$ cat src/rtl/elevator_pkg.sv
// Shared definitions for the elevator dispatcher.
// Contents:
//   FLOOR_W          width of the binary floor number reported by the car
//   UD_*             car command encodings carried on updown
//   FLOOR_MIN/MAX    lowest and highest valid floor numbers
//   ctrl_state_t     dispatcher FSM states
//   dir_t            sweep direction used for SCAN ordering
package elevator_pkg;

    localparam int FLOOR_W = 3;

    localparam logic [1:0] UD_STOP = 2'b00;
    localparam logic [1:0] UD_UP   = 2'b01;
    localparam logic [1:0] UD_DOWN = 2'b10;

    localparam logic [FLOOR_W-1:0] FLOOR_MIN = 3'd1;
    localparam logic [FLOOR_W-1:0] FLOOR_MAX = 3'd5;

    typedef enum logic [2:0] {
        IDLE,
        STEP,
        WAIT_FLOOR,
        OPEN_REQ,
        HOLD,
        CLOSE_REQ,
        FAULT
    } ctrl_state_t;

    typedef enum logic {
        UP,
        DOWN
    } dir_t;

endpackage

$ cat src/rtl/elevator_call_register.sv
// Latched floor-call register with position-relative summaries.
// Ports:
//   clk, rst     clock and synchronous active-high reset
//   call_req     call buttons, bit i = floor i+1, OR-latched
//   floor        car's current floor (binary, 1-based)
//   clr_en       clear the current-floor bit this cycle (door is being held)
//   pending      latched, not-yet-served calls
//   here         a call is latched for the current floor
//   above/below  a call is latched for some floor above/below the current one
//   here_call    call_req is asserting the current floor's button right now
module elevator_call_register
    import elevator_pkg::*;
#(
    parameter int NUM_FLOORS = 5
) (
    input  logic                  clk,
    input  logic                  rst,
    input  logic [NUM_FLOORS-1:0] call_req,
    input  logic [FLOOR_W-1:0]    floor,
    input  logic                  clr_en,
    output logic [NUM_FLOORS-1:0] pending,
    output logic                  here,
    output logic                  above,
    output logic                  below,
    output logic                  here_call
);

    logic [NUM_FLOORS-1:0] pending_reg;
    logic [NUM_FLOORS-1:0] pending_next;
    logic [NUM_FLOORS-1:0] clr_vec;
    logic [NUM_FLOORS-1:0] here_vec;
    logic [NUM_FLOORS-1:0] above_vec;
    logic [NUM_FLOORS-1:0] below_vec;
    logic [NUM_FLOORS-1:0] call_here_vec;

    genvar gi;
    generate
        for (gi = 0; gi < NUM_FLOORS; gi++) begin : g_floor
            localparam logic [FLOOR_W-1:0] FL = FLOOR_W'(gi + 1);
            assign here_vec[gi]      = pending_reg[gi] && (floor == FL);
            assign above_vec[gi]     = pending_reg[gi] && (floor <  FL);
            assign below_vec[gi]     = pending_reg[gi] && (floor >  FL);
            assign call_here_vec[gi] = call_req[gi]    && (floor == FL);
            assign clr_vec[gi]       = clr_en          && (floor == FL);
        end
    endgenerate

    // The clear wins over a simultaneous press of the same floor, so a
    // call for the floor whose door is being held never gets latched.
    assign pending_next = (pending_reg | call_req) & ~clr_vec;

    always_ff @(posedge clk) begin
        if (rst) begin
            pending_reg <= '0;
        end else begin
            pending_reg <= pending_next;
        end
    end

    assign pending   = pending_reg;
    assign here      = |here_vec;
    assign above     = |above_vec;
    assign below     = |below_vec;
    assign here_call = |call_here_vec;

endmodule

$ cat src/rtl/elevator_controller.sv
// Collective (SCAN) dispatcher driving the elevator car one floor per pulse.
// Ports:
//   clk, rst   clock and synchronous active-high reset
//   call_req   call buttons, bit i = floor i+1
//   floor      car's reported floor, 1..NUM_FLOORS valid
//   door       car door status, 1 = open
//   updown     car command: 00 stop, 01 up, 10 down (one-cycle pulses)
//   door_open  door request level to the car
//   pending    latched, unserved calls
//   fault      sticky error flag, cleared only by rst
module elevator_controller
    import elevator_pkg::*;
#(
    parameter int NUM_FLOORS   = int'(FLOOR_MAX),
    parameter int HOLD_CYCLES  = 20,
    parameter int MOVE_TIMEOUT = 64,
    parameter int CNT_W        = 8
) (
    input  logic                  clk,
    input  logic                  rst,
    input  logic [NUM_FLOORS-1:0] call_req,
    input  logic [FLOOR_W-1:0]    floor,
    input  logic                  door,
    output logic [1:0]            updown,
    output logic                  door_open,
    output logic [NUM_FLOORS-1:0] pending,
    output logic                  fault
);

    localparam logic [CNT_W-1:0]   HOLD_LAST    = CNT_W'(HOLD_CYCLES - 1);
    localparam logic [CNT_W-1:0]   TIMEOUT_LAST = CNT_W'(MOVE_TIMEOUT - 1);
    localparam logic [CNT_W-1:0]   CNT_ONE      = CNT_W'(1);
    localparam logic [FLOOR_W-1:0] FLOOR_ONE    = FLOOR_W'(1);
    localparam logic [FLOOR_W-1:0] TOP_FLOOR    = FLOOR_W'(NUM_FLOORS);

    ctrl_state_t          state_reg, state_next;
    dir_t                 dir_reg, dir_next;
    logic [CNT_W-1:0]     cnt_reg, cnt_next;
    logic [FLOOR_W-1:0]   target_reg, target_next;
    logic [FLOOR_W-1:0]   origin_reg, origin_next;
    logic [1:0]           updown_reg, updown_next;
    logic                 door_open_reg, door_open_next;
    logic                 fault_reg, fault_next;

    logic here, above, below, here_call;
    logic floor_ok;

    elevator_call_register #(
        .NUM_FLOORS (NUM_FLOORS)
    ) u_calls (
        .clk       (clk),
        .rst       (rst),
        .call_req  (call_req),
        .floor     (floor),
        .clr_en    (state_reg == HOLD),
        .pending   (pending),
        .here      (here),
        .above     (above),
        .below     (below),
        .here_call (here_call)
    );

    assign floor_ok = (floor >= FLOOR_MIN) && (floor <= TOP_FLOOR);

    always_comb begin
        state_next  = state_reg;
        dir_next    = dir_reg;
        cnt_next    = '0;
        target_next = target_reg;
        origin_next = origin_reg;

        if (state_reg != FAULT && !floor_ok) begin
            state_next = FAULT;
        end else begin
            case (state_reg)
                IDLE: begin
                    if (door) begin
                        state_next = FAULT;
                    end else if (here) begin
                        state_next = OPEN_REQ;
                    end else if (dir_reg == UP) begin
                        if (above) begin
                            state_next = STEP;
                        end else if (below) begin
                            dir_next   = DOWN;
                            state_next = STEP;
                        end
                    end else begin
                        if (below) begin
                            state_next = STEP;
                        end else if (above) begin
                            dir_next   = UP;
                            state_next = STEP;
                        end
                    end
                end

                // The car latches the pulse at the end of this cycle, so the
                // floor seen here is still the departure floor.
                STEP: begin
                    origin_next = floor;
                    if (door) begin
                        state_next = FAULT;
                    end else if (dir_reg == UP) begin
                        target_next = floor + FLOOR_ONE;
                        state_next  = (floor >= TOP_FLOOR) ? FAULT : WAIT_FLOOR;
                    end else begin
                        target_next = floor - FLOOR_ONE;
                        state_next  = (floor <= FLOOR_MIN) ? FAULT : WAIT_FLOOR;
                    end
                end

                WAIT_FLOOR: begin
                    if (door) begin
                        state_next = FAULT;
                    end else if (floor == target_reg) begin
                        state_next = IDLE;
                    end else if (floor != origin_reg) begin
                        state_next = FAULT;
                    end else if (cnt_reg == TIMEOUT_LAST) begin
                        state_next = FAULT;
                    end else begin
                        cnt_next = cnt_reg + CNT_ONE;
                    end
                end

                OPEN_REQ: begin
                    if (door) begin
                        state_next = HOLD;
                    end else if (cnt_reg == TIMEOUT_LAST) begin
                        state_next = FAULT;
                    end else begin
                        cnt_next = cnt_reg + CNT_ONE;
                    end
                end

                // A fresh press of this floor restarts the hold; it takes
                // priority over the final hold cycle.
                HOLD: begin
                    if (here_call) begin
                        cnt_next = '0;
                    end else if (cnt_reg == HOLD_LAST) begin
                        state_next = CLOSE_REQ;
                    end else begin
                        cnt_next = cnt_reg + CNT_ONE;
                    end
                end

                CLOSE_REQ: begin
                    if (!door) begin
                        state_next = IDLE;
                    end else if (cnt_reg == TIMEOUT_LAST) begin
                        state_next = FAULT;
                    end else begin
                        cnt_next = cnt_reg + CNT_ONE;
                    end
                end

                FAULT: begin
                    state_next = FAULT;
                end

                default: begin
                    state_next = FAULT;
                end
            endcase
        end

        // Outputs are decoded from the next state and registered, so they
        // line up exactly with the state they belong to.
        updown_next    = UD_STOP;
        if (state_next == STEP) begin
            updown_next = (dir_next == UP) ? UD_UP : UD_DOWN;
        end
        door_open_next = (state_next == OPEN_REQ) || (state_next == HOLD);
        fault_next     = (state_next == FAULT);
    end

    always_ff @(posedge clk) begin
        if (rst) begin
            state_reg     <= IDLE;
            dir_reg       <= UP;
            cnt_reg       <= '0;
            target_reg    <= '0;
            origin_reg    <= '0;
            updown_reg    <= UD_STOP;
            door_open_reg <= 1'b0;
            fault_reg     <= 1'b0;
        end else begin
            state_reg     <= state_next;
            dir_reg       <= dir_next;
            cnt_reg       <= cnt_next;
            target_reg    <= target_next;
            origin_reg    <= origin_next;
            updown_reg    <= updown_next;
            door_open_reg <= door_open_next;
            fault_reg     <= fault_next;
        end
    end

    assign updown    = updown_reg;
    assign door_open = door_open_reg;
    assign fault     = fault_reg;

endmodule

$ cat config.mk
export PLATFORM = sky130hd
export DESIGN_NAME = elevator_controller
export DESIGN_NICKNAME = d
export VERILOG_FILES = /design/src/rtl/elevator_pkg.sv /design/src/rtl/elevator_call_register.sv /design/src/rtl/elevator_controller.sv
export SDC_FILE = /design/constraint.sdc
export NUM_CORES = 1
export LEC_CHECK = 0
export CAP_MARGIN = 20
export CORE_MARGIN = 4
export CORE_UTILIZATION = 55
export CTS_CLUSTER_SIZE = 20
export DETAILED_ROUTE_END_ITERATION = 8
export PLACE_DENSITY = 0.77
export SYNTH_ARGS = -nofsm -noshare
export SYNTH_HDL_FRONTEND = slang
export SYNTH_HIERARCHICAL = 1
export SYNTH_SLANG_ARGS = --single-unit
$ cat constraint.sdc
create_clock -name clk -period 2.7 [get_ports clk]
set_clock_uncertainty 0.1 [all_clocks]
set_input_delay 0.405 -clock clk [delete_from_list [all_inputs] [get_ports clk]]
set_output_delay 0.405 -clock clk [all_outputs]
set_load 0.02 [all_outputs]
==> results.md, run 1 <==
- Yosys reg bits: 27
- Top-area cell type share of the netlist area: 31.56%
- Worst Path Required: ~2.9 ns
- Register area share after synthesis: 31.56%
- Reg power frac: approximately half
- Largest fanout on the critical path: 7
- DR WL/cell: 14.51 um
- NetSw: ~0.00026 W
- CTS sink count: 27
- Max-cap violations: 0
- Starting density of the core: 59.55%
- Highest Clock Rate: 398.6 MHz
- Net Count, Synth: 216
- First-pass GRT wire length: 7.176 mm
- RSZ-0062 raised after global routing: no
- Drt initial violations: 171
- Layout cell share with drive strength beyond 1: 13.79%
- Vias/cell: around 5.9
- Area contributors post-synth: dfxtp_1 (32%), mux2i_1 (5.3%), nor2_1 (4.4%)
- Number of gates resized after CTS: 0
- Area Overhead vs Synth: 20.09%
- Type of destination of the critical path: register
- Total global routing overflow: 0
- Combinational share of power: 28.8%
- Syn Area/Cell: 8.522 um2
- Final setup vio count: 0
- Vias in the first global route: 1649
- H-tree levels: 1
- Yosys warns: 6
- Final hold violation count: 0
- Pwr dens: slightly above 400 nW/um2
- Worst Max-Slew Pin Slew: ~0.65 ns
- Die Area: 4071 um2
- Post-DP HPWL: 3.189 mm
- Async set-or-reset flop fraction in the synthesized netlist: 0%
- Final Slew Violations: 0
- Final cell count without fillers: 274
- Worst setup SP type: input pin
- Die H: 63.81 um
- Drt pass-1 iters: 4
- Synthesized area: around 1700 um2
- Arrival @ worst endpoint: 2.66 ns
- Final wirelength: 3.975 mm
- Input/output buffers: 19
- Final Wtd Congestion: between 0.9 and 1
- CP Class: in2reg
- Clock power share: 19.7%
- EDFF count, synth: 0
- HP Class: reg2reg
- Clk slew on worst S/H paths: ~0.12 ns
- Clock buffer count from CTS: 3
- Die width: roughly 64 um
- Setup TNS: 0 ns
- Clock Latency Late Sink: approximately 0.32 ns
- Mapped Cells: 201
- Rel. slew slack: 56.17%
- CTS tree: built
- Int Pwr: 0.0005935 W
- Number of fill cells: 240
- Postcts setup bufs: 0
- Placed inst area: 2031 um2
- Post-synth top area cell: dfxtp_1
- Hold Buf Count CTS: 0
- Nets: 248
- Total core area: 2877 um2
- Fin crit period: 2.509 ns
- Max reg flops: 8
- Clk root buf: clkbuf_4
- Fin crit share: 92.92%
- Post-Layout Inst Area: a little over 2000 um2
- Worst VDD drop: 468.1 uV
- Status: finished clean
- Total number of vias: 1619
- Placed Instances: 270
- CTS Buffer Depth: 2
- Ys flop type: dfxtp_1
- Largest net degree at the start of global routing: 16
- Initial antenna violation count: 0
- Io pins: 20
- Synth unique cells: 56
- Switching portion of total power: between 30% and 40%
- Drt drc: 0
- Num rows: 19
- # diodes: 0
- GRT Total Usage: 21.53%
- Number of routed nets with antenna violations: 0
- Leakage power: 0.7934 nW
cell families after synthesis:
logic type | Yosys count | share of synthesized area [%]
adders and majority gates | 4 | 2.922
xor gates and xnor gates | 14 | 7.159
muxes | 9 | 5.260
and+or+nand+nor | 78 | 25.64
AOI/OAI and AO/OA | 49 | 21.55
buffers and inverters | 20 | 5.916
DFF | 27 | 31.56
critical path: stages:
cell             delay (ns)
clkdlybuf4s50_1        0.53
buf_4                  0.22
a21o_1                 0.15
a21oi_1                0.17
a31oi_1                0.09
nor3_1                 0.24
nor2_1                 0.06
a311o_1                0.34
a311o_1                0.33
mux2i_1                0.13
cells in the final DEF, fill, tap and decap left out, drive strengths merged, types with 9 or more instances in the layout:
cell type,netlist,routed
dfxtp,27,27
mux2i,9,9
nor3,13,13
buf,7,19
nor2,20,20
nand3,9,9
nand2,9,9
clkdlybuf4s50,0,19
a21oi,9,9
inv,9,9
power by group through the flow:
stage	Sequential, W	Clock [W]	Combinational [W]
after CTS	0.000439	0.000175	0.000246
after floorplan	0.000451	0	0.000149
after global routing	0.000445	0.000197	0.000270
after global placement	0.000447	0	0.000237
final	0.000440	0.000168	0.000246
after detailed placement	0.000448	0	0.000245
synth_stat cells, types with 2 or more instances:
| master | count |
|---|---|
| a211o_1 | 3 |
| a211oi_1 | 5 |
| a21boi_0 | 2 |
| a21o_1 | 2 |
| a21oi_1 | 8 |
| a311o_1 | 2 |
| a31oi_1 | 2 |
| and4b_1 | 2 |
| buf_2 | 3 |
| buf_4 | 2 |
| buf_6 | 2 |
| clkbuf_1 | 4 |
| dfxtp_1 | 27 |
| ha_1 | 4 |
| inv_1 | 9 |
| mux2i_1 | 9 |
| nand2_1 | 9 |
| nand2b_1 | 6 |
| nand3_1 | 9 |
| nor2_1 | 20 |
| nor3_1 | 13 |
| nor3b_1 | 2 |
| nor4_1 | 2 |
| o21ai_0 | 6 |
| o21ai_2 | 2 |
| o41ai_1 | 2 |
| or3_1 | 2 |
| or4_1 | 2 |
| xnor2_1 | 8 |
| xor2_1 | 6 |
through the flow:
step,hold WS [ns],power [W],utilization [%],setup WS (ns)
after detailed placement,0.3850,0.0006923,70.60,-0.1060
after global placement,0.3754,0.0006839,70.60,-0.04001
after CTS,0.4047,0.0008597,71.51,0.2244
after floorplan,0.3654,0.0005995,-,0.5384
after global routing,0.4466,0.0009123,71.51,0.03350
final,0.4046,0.0008541,71.51,0.1910
layer usage:
metal  GRT usage (%)  vias up  wire, um
li1                -      802         -
met1           25.30      768      1714
met2           38.84       41      2001
met3           4.028        8       194
met4           7.547        0        65
met5               0        -         0
layout make-up:
| class | count | area [um2] | share of cell area, % |
|---|---|---|---|
| flip-flops and latches | 27 | 540.5 | 26.28 |
| multi-input cells | 154 | 1071 | 52.07 |
| well taps | 42 | 52.55 | 2.555 |
| inverters | 9 | 33.78 | 1.642 |
| clock buffers | 4 | 26.28 | 1.277 |
| repair buffers | 38 | 332.8 | 16.18 |
path summary, 6_finish.rpt:
check        slack [ns]          start             to  cells past startpoint
max                0.19       floor[0]      door_open                     10
min                0.40  origin_reg[0]  origin_reg[0]                      2
max reg2reg        0.41     cnt_reg[0]      door_open                      6
min reg2reg        0.40  origin_reg[0]  origin_reg[0]                      2
Note: power is estimated with default switching activity, not from simulation.
==> inputs of run 2 (changes only) <==
--- a/config.mk
+++ b/config.mk
@@ -8,6 +8,7 @@
 export CAP_MARGIN = 20
 export CORE_MARGIN = 4
 export CORE_UTILIZATION = 55
+export CTS_BUF_LIST = sky130_fd_sc_hd__clkbuf_8
 export CTS_CLUSTER_SIZE = 20
 export DETAILED_ROUTE_END_ITERATION = 8
 export PLACE_DENSITY = 0.77
==> run 2 against run 1 <==
  * Non-clock buffer count stayed put
  * Via count is 0.43% higher
  * Critical path depth is 1 lower
  * Hold slack worse by 0.0063 ns
  * Largest cell class unchanged
==> results.md, run 2 (synthesis results as in run 1) <==
- Status: finished clean
- Final Wtd Congestion: 0.9410
- Most frequent cells in the layout: dfxtp_1 (27), nor2_1 (20), buf_4 (19)
- Final hold violation count: 0
- Post-DP HPWL: 3.189 mm
- Drt drc: 0
- H-tree levels: 1
- Vias/cell: 5.934
- Layout cell share with drive strength beyond 1: 13.79%
- GRT met3 Usage: 4.028%
- Clk root buf: clkbuf_8
- Max-cap violations: 0
- Worst Hold End: origin_reg[0]
- Final setup vio count: 0
- Setup TNS: 0 ns
- Crit path cell chain: clkdlybuf4s50_1 -> buf_4 -> nand2b_1 -> o21ai_2 -> or4b_1 -> nor3_1 -> a311o_1 -> nand2_1 -> nor4b_4
- Reg-to-reg setup timing slack: 0.42 ns
- Area Overhead vs Synth: 21.33%
- Crit path largest cell delay: 0.54 ns
- Io pins: 20
- Die width: around 64 um
- Slowest CP cell: clkdlybuf4s50_1
- Die Area: between 4000 and 5000 um2
- Die H: 63.81 um
- Pwr dens: approximately 440 nW/um2
- NetSw: 0.0002676 W
- Worst VDD drop: roughly 370 uV
- Total core area: between 2000 and 3000 um2
- Hold_sp: origin_reg[0]
- CTS Buffer Depth: 2
- Total global routing overflow: 0
- Drt initial violations: between 150 and 200
- Initial antenna violation count: 0
- CP Class: in2reg
- Drt pass-1 iters: 4
- Nets: roughly 250
- WHS Path Cells: 2
- DR WL/cell: 14.73 um
- Final Slew Violations: 0
- Hold Buf Count CTS: 0
- Max reg flops: 8
- First-pass GRT wire length: 7.169 mm
- Clock buffer count from CTS: 3
- Number of fill cells: 235
- Combinational share of power: between 20 and 30%
- Leakage power: 0.8144 nW
- Int Pwr: 0.0006367 W
- Worst Max-Slew Pin Slew: 0.6438 ns
- CTS sink count: 27
- CP top delay family: simple AND/OR/NAND/NOR gates
- Clock Latency Late Sink: 0.27 ns
- GR Util met1: 25.95%
- Reg-to-reg startpoint: cnt_reg[0]
- Num rows: 19
- Rel. slew slack: between 50% and 60%
- HP Class: reg2reg
- Arrival @ worst endpoint: about 2.6 ns
- Input/output buffers: 19
- Commonest non-fill, non-tap cell in the layout: dfxtp_1
- Number of routed nets with antenna violations: 0
- Final wirelength: between 4 and 5 mm
- Critical path buffer and inverter count: 2
- # diodes: 0
- CTS tree: built
- GR peak layer: met2
- Clk slew on worst S/H paths: around 0.080 ns
- GRT Total Usage: 21.53%
- Total number of vias: 1626
- Fin crit period: 2.537 ns
- Type of destination of the critical path: register
- Starting density of the core: 59.55%
- Worst setup SP type: input pin
- FF-to-FF End: door_open
- Worst Reg-to-Reg Cells: 6
- Largest fanout on the critical path: 12
- Routing usage on met2: between 30% and 40%
- Highest Clock Rate: slightly below 400 MHz
- Vias in the first global route: 1625
- Switching portion of total power: 29.59%
- Fin crit share: a little over nine tenths
- Largest net degree at the start of global routing: 16
- RSZ-0062 raised after global routing: no
- Postcts setup bufs: 0
- Clock power share: 24.1%
- Reg power frac: between 40% and 50%
- Design Power: 0.0009043 W
- Worst Path Required: 2.79 ns
## run 2: cell types whose count changed in the layout (fill, tap and decap cells not counted), sizes merged
cell / previous run / this run
clkbuf: 4 / 3
inv: 9 / 10
dlymetal6s2s: 0 / 1
clkdlybuf4s50: 19 / 18
## run 2: final cells by class
| class | count | area (um2) | share of cell area (%) |
|---|---|---|---|
| Multi-Input combinational cell | 154 | 1071 | 51.54 |
| Sequential cell | 27 | 540.5 | 26.01 |
| Timing Repair Buffer | 38 | 335.3 | 16.13 |
| Tap cell | 42 | 52.55 | 2.529 |
| Clock buffer | 3 | 41.29 | 1.987 |
| Inverter | 9 | 33.78 | 1.626 |
| Clock inverter | 1 | 3.754 | 0.1806 |
## run 2: worst max path at each step
stage	end	cells after the start	slack, ns	start
finish	updown[0]	9	0.16	floor[2]
global route	updown[1]	9	0.03	floor[2]
CTS	door_open	10	0.17	floor[0]
detailed placement	door_open	10	-0.11	floor[0]
global placement	updown[1]	9	-0.04	floor[2]
floorplan	updown[0]	9	0.54	floor[2]
## run 2: what timing repair did
item / CTS / global route
endpoints found under the setup margin: 0 / 1
resized for setup: 0 / 1
endpoints found under the hold margin: 0 / 0
## run 2: metal layers
layer	routed length, um	share of wire, %
met1	1814	45
met2	2028	50
met3	127	3.1
met4	65	1.6
met5	0	0
## run 2: per-stage QoR
step	area (um2)	setup slack, ns	utilization, %	hold slack, ns	instances
2_1_floorplan	1713	0.5384	-	0.3654	201
3_3_place_gp	2031	-0.04001	70.60	0.3754	270
3_5_place_dp	2031	-0.1060	70.60	0.3850	270
4_1_cts	2076	0.1659	72.16	0.3986	274
5_1_grt	2078	0.02963	72.25	0.4405	274
6_report	2078	0.1629	72.25	0.3983	274
## run 2: worst register-to-register path, stage by stage (launching register included)
cell	delay [ns]
dfxtp_1	0.38
ha_1	0.26
nand3_1	0.13
or4_1	0.50
a311o_1	0.38
a311o_1	0.32
mux2i_1	0.14
## run 2: power by group through the flow
stage          clock [W]  combinational [W]  sequential, W
2_1_floorplan          0           0.000149       0.000451
3_3_place_gp           0           0.000237       0.000447
3_5_place_dp           0           0.000245       0.000448
4_1_cts         0.000225           0.000246       0.000439
5_1_grt         0.000245           0.000271       0.000444
6_report        0.000218           0.000247       0.000440
==> inputs of run 3 (changes only) <==
--- a/config.mk
+++ b/config.mk
@@ -11,7 +11,7 @@
 export CTS_BUF_LIST = sky130_fd_sc_hd__clkbuf_8
 export CTS_CLUSTER_SIZE = 20
 export DETAILED_ROUTE_END_ITERATION = 8
-export PLACE_DENSITY = 0.77
+export PLACE_DENSITY = 0.91
 export SYNTH_ARGS = -nofsm -noshare
 export SYNTH_HDL_FRONTEND = slang
 export SYNTH_HIERARCHICAL = 1
==> run 3 against run 2 <==
  * Design area is 0.12% lower
  * First-iteration DRC count is 26% lower
  * Maximum frequency is 0.70% higher
  * Sequential power hardly changed
  * Global-route usage is 1.0 points lower
  * Highest routed layer unchanged
  * Non-clock buffer count is 2 lower
  * Cell count is 0.73% lower
  * Critical endpoint unchanged
  * Hold slack worse by 0.0046 ns
==> results.md, run 3 (synthesis results as in run 1) <==
- Status: finished clean
- Worst setup SP type: input pin
- Fin crit period: 2.519 ns
- Post-layout util: 72.16%
- Postcts setup bufs: 0
- CP Class: in2reg
- Leakage power: 0.7929 nW
- Total global routing overflow: 0
- Final hold violation count: 0
- RSZ-0062 raised after global routing: no
- Clock Latency Late Sink: roughly 0.28 ns
- Clk root buf: clkbuf_8
- Highest Clock Rate: 396.9 MHz
- Vias/cell: between 5 and 6
- Total core area: 2877 um2
- Largest net degree at the start of global routing: 17
- Crit path from: floor[2]
- Max-cap violations: 0
- Die H: 63.81 um
- Commonest non-fill, non-tap cell in the layout: dfxtp_1
- First-pass GRT wire length: 6.865 mm
- Die width: 63.81 um
- Nets: 246
- Worst Reg-to-Reg Cells: 6
- Clk slew on worst S/H paths: 0.10 ns
- Fin crit share: 93.31%
- CP endpoint: updown[0]
- Number of routed nets with antenna violations: 0
- Pwr dens: about 450 nW/um2
- Largest fanout on the critical path: 11
- Worst VDD drop: 548.5 uV
- Area Overhead vs Synth: 21.18%
- Die Area: 4071 um2
- Placement Setup Slack: -0.07634 ns
- Reg-to-reg setup timing slack: 0.45 ns
- CTS Buffer Depth: 2
- Vias in the first global route: between 1500 and 2000
- H-tree levels: 1
- GRT Total Usage: 20.48%
- Clock buffer count from CTS: 3
- Type of destination of the critical path: register
- CTS sink count: 27
- Min setup slack post-route: 0.1806 ns
- Starting density of the core: 59.55%
- FF-to-FF End: door_open
- Total number of vias: 1624
- Input/output buffers: 19
- Final Wtd Congestion: 0.9621
- CTS tree: built
- Io pins: 20
- Final wirelength: ~3.9 mm
- Layout cell share with drive strength beyond 1: 14.35%
- HP Class: reg2reg
- Num rows: 19
- Final Slew Violations: 0
- Worst hold slack: 0.3936 ns
- Post-DP HPWL: 2.934 mm
- Rel. slew slack: 54.64%
- # diodes: 0
- Arrival @ worst endpoint: 2.62 ns
- Most frequent cells in the layout: dfxtp_1 (27), nor2_1 (20), clkdlybuf4s50_1 (19)
- Reg-to-reg startpoint: cnt_reg[0]
- Initial antenna violation count: 0
- Final setup vio count: 0
- Worst Path Required: ~2.8 ns
- Drt initial violations: 116
- Max reg flops: 8
- DR WL/cell: about 14 um
- Drt pass-1 iters: 4
- Worst Max-Slew Pin Slew: 0.6742 ns
- Drt drc: 0
-- run 3: cell count changes in the layout (fill, tap and decap cells not counted), sizes merged --
| cell | previous run | this run |
|---|---|---|
| inv | 10 | 9 |
| clkinvlp | 0 | 1 |
| buf | 19 | 17 |
| clkdlybuf4s50 | 18 | 19 |
| dlymetal6s2s | 1 | 0 |
-- run 3: area by class of cell --
class | count | area [um2]
clock buffers | 3 | 41.29
clock inverters | 1 | 7.507
fillers | 220 | 800.8
inverters | 9 | 33.78
multi-input cells | 154 | 1082
flip-flops and latches | 27 | 540.5
well taps | 42 | 52.55
repair buffers | 36 | 317.8
-- run 3: power breakdown --
group | internal [W] | leakage, nW | switching [W]
Combinational | 0.000119 | 0.551 | 0.000126
Clock | 0.000105 | 0.0217 | 0.000136
Sequential | 0.000415 | 0.220 | 0.0000251
Total | 0.000639 | 0.793 | 0.000287
-- run 3: worst min-delay path by stage --
stage,slack (ns),from,endpoint,cells past startpoint
6_report,0.39,origin_reg[0],origin_reg[0],2
5_1_grt,0.43,origin_reg[2],origin_reg[2],2
4_1_cts,0.40,origin_reg[0],origin_reg[0],2
3_5_place_dp,0.38,origin_reg[2],origin_reg[2],2
3_3_place_gp,0.38,origin_reg[2],origin_reg[2],2
2_1_floorplan,0.37,origin_reg[2],origin_reg[2],2
-- run 3: what timing repair did --
action | CTS | global route
setup endpoints to repair | 0 | 2
hold buffers | 0 | 0
gates resized for setup | 0 | 2
-- run 3: metrics by stage --
step / cell area (um2) / power, W / cells / setup TNS (ns)
6_report: 2076 / 0.0009262 / 272 / 0
3_5_place_dp: 2016 / 0.0006875 / 268 / -0.2267
4_1_cts: 2064 / 0.0009265 / 272 / 0
2_1_floorplan: 1713 / 0.0005995 / 201 / 0
3_3_place_gp: 2016 / 0.0006823 / 268 / -0.1045
5_1_grt: 2076 / 0.0009731 / 272 / 0
-- run 3: worst max-delay path: stages --
cell             delay [ns]
clkdlybuf4s50_1        0.54
buf_4                  0.21
nand2b_1               0.15
o21ai_2                0.07
or4b_1                 0.49
nor3_1                 0.22
a311o_1                0.16
nand2_1                0.15
nor4b_4                0.23
-- run 3: per-layer routing --
layer  wire length, um  vias to the layer above  part of all wire, %  GRT usage [%]
li1                  -                      801                    -              -
met1              1757                      754                   45          25.46
met2              1920                       61                   49          34.97
met3               222                        8                  5.6          5.254
met4                38                        0                 0.96          5.660
met5                 0                        -                    0              0
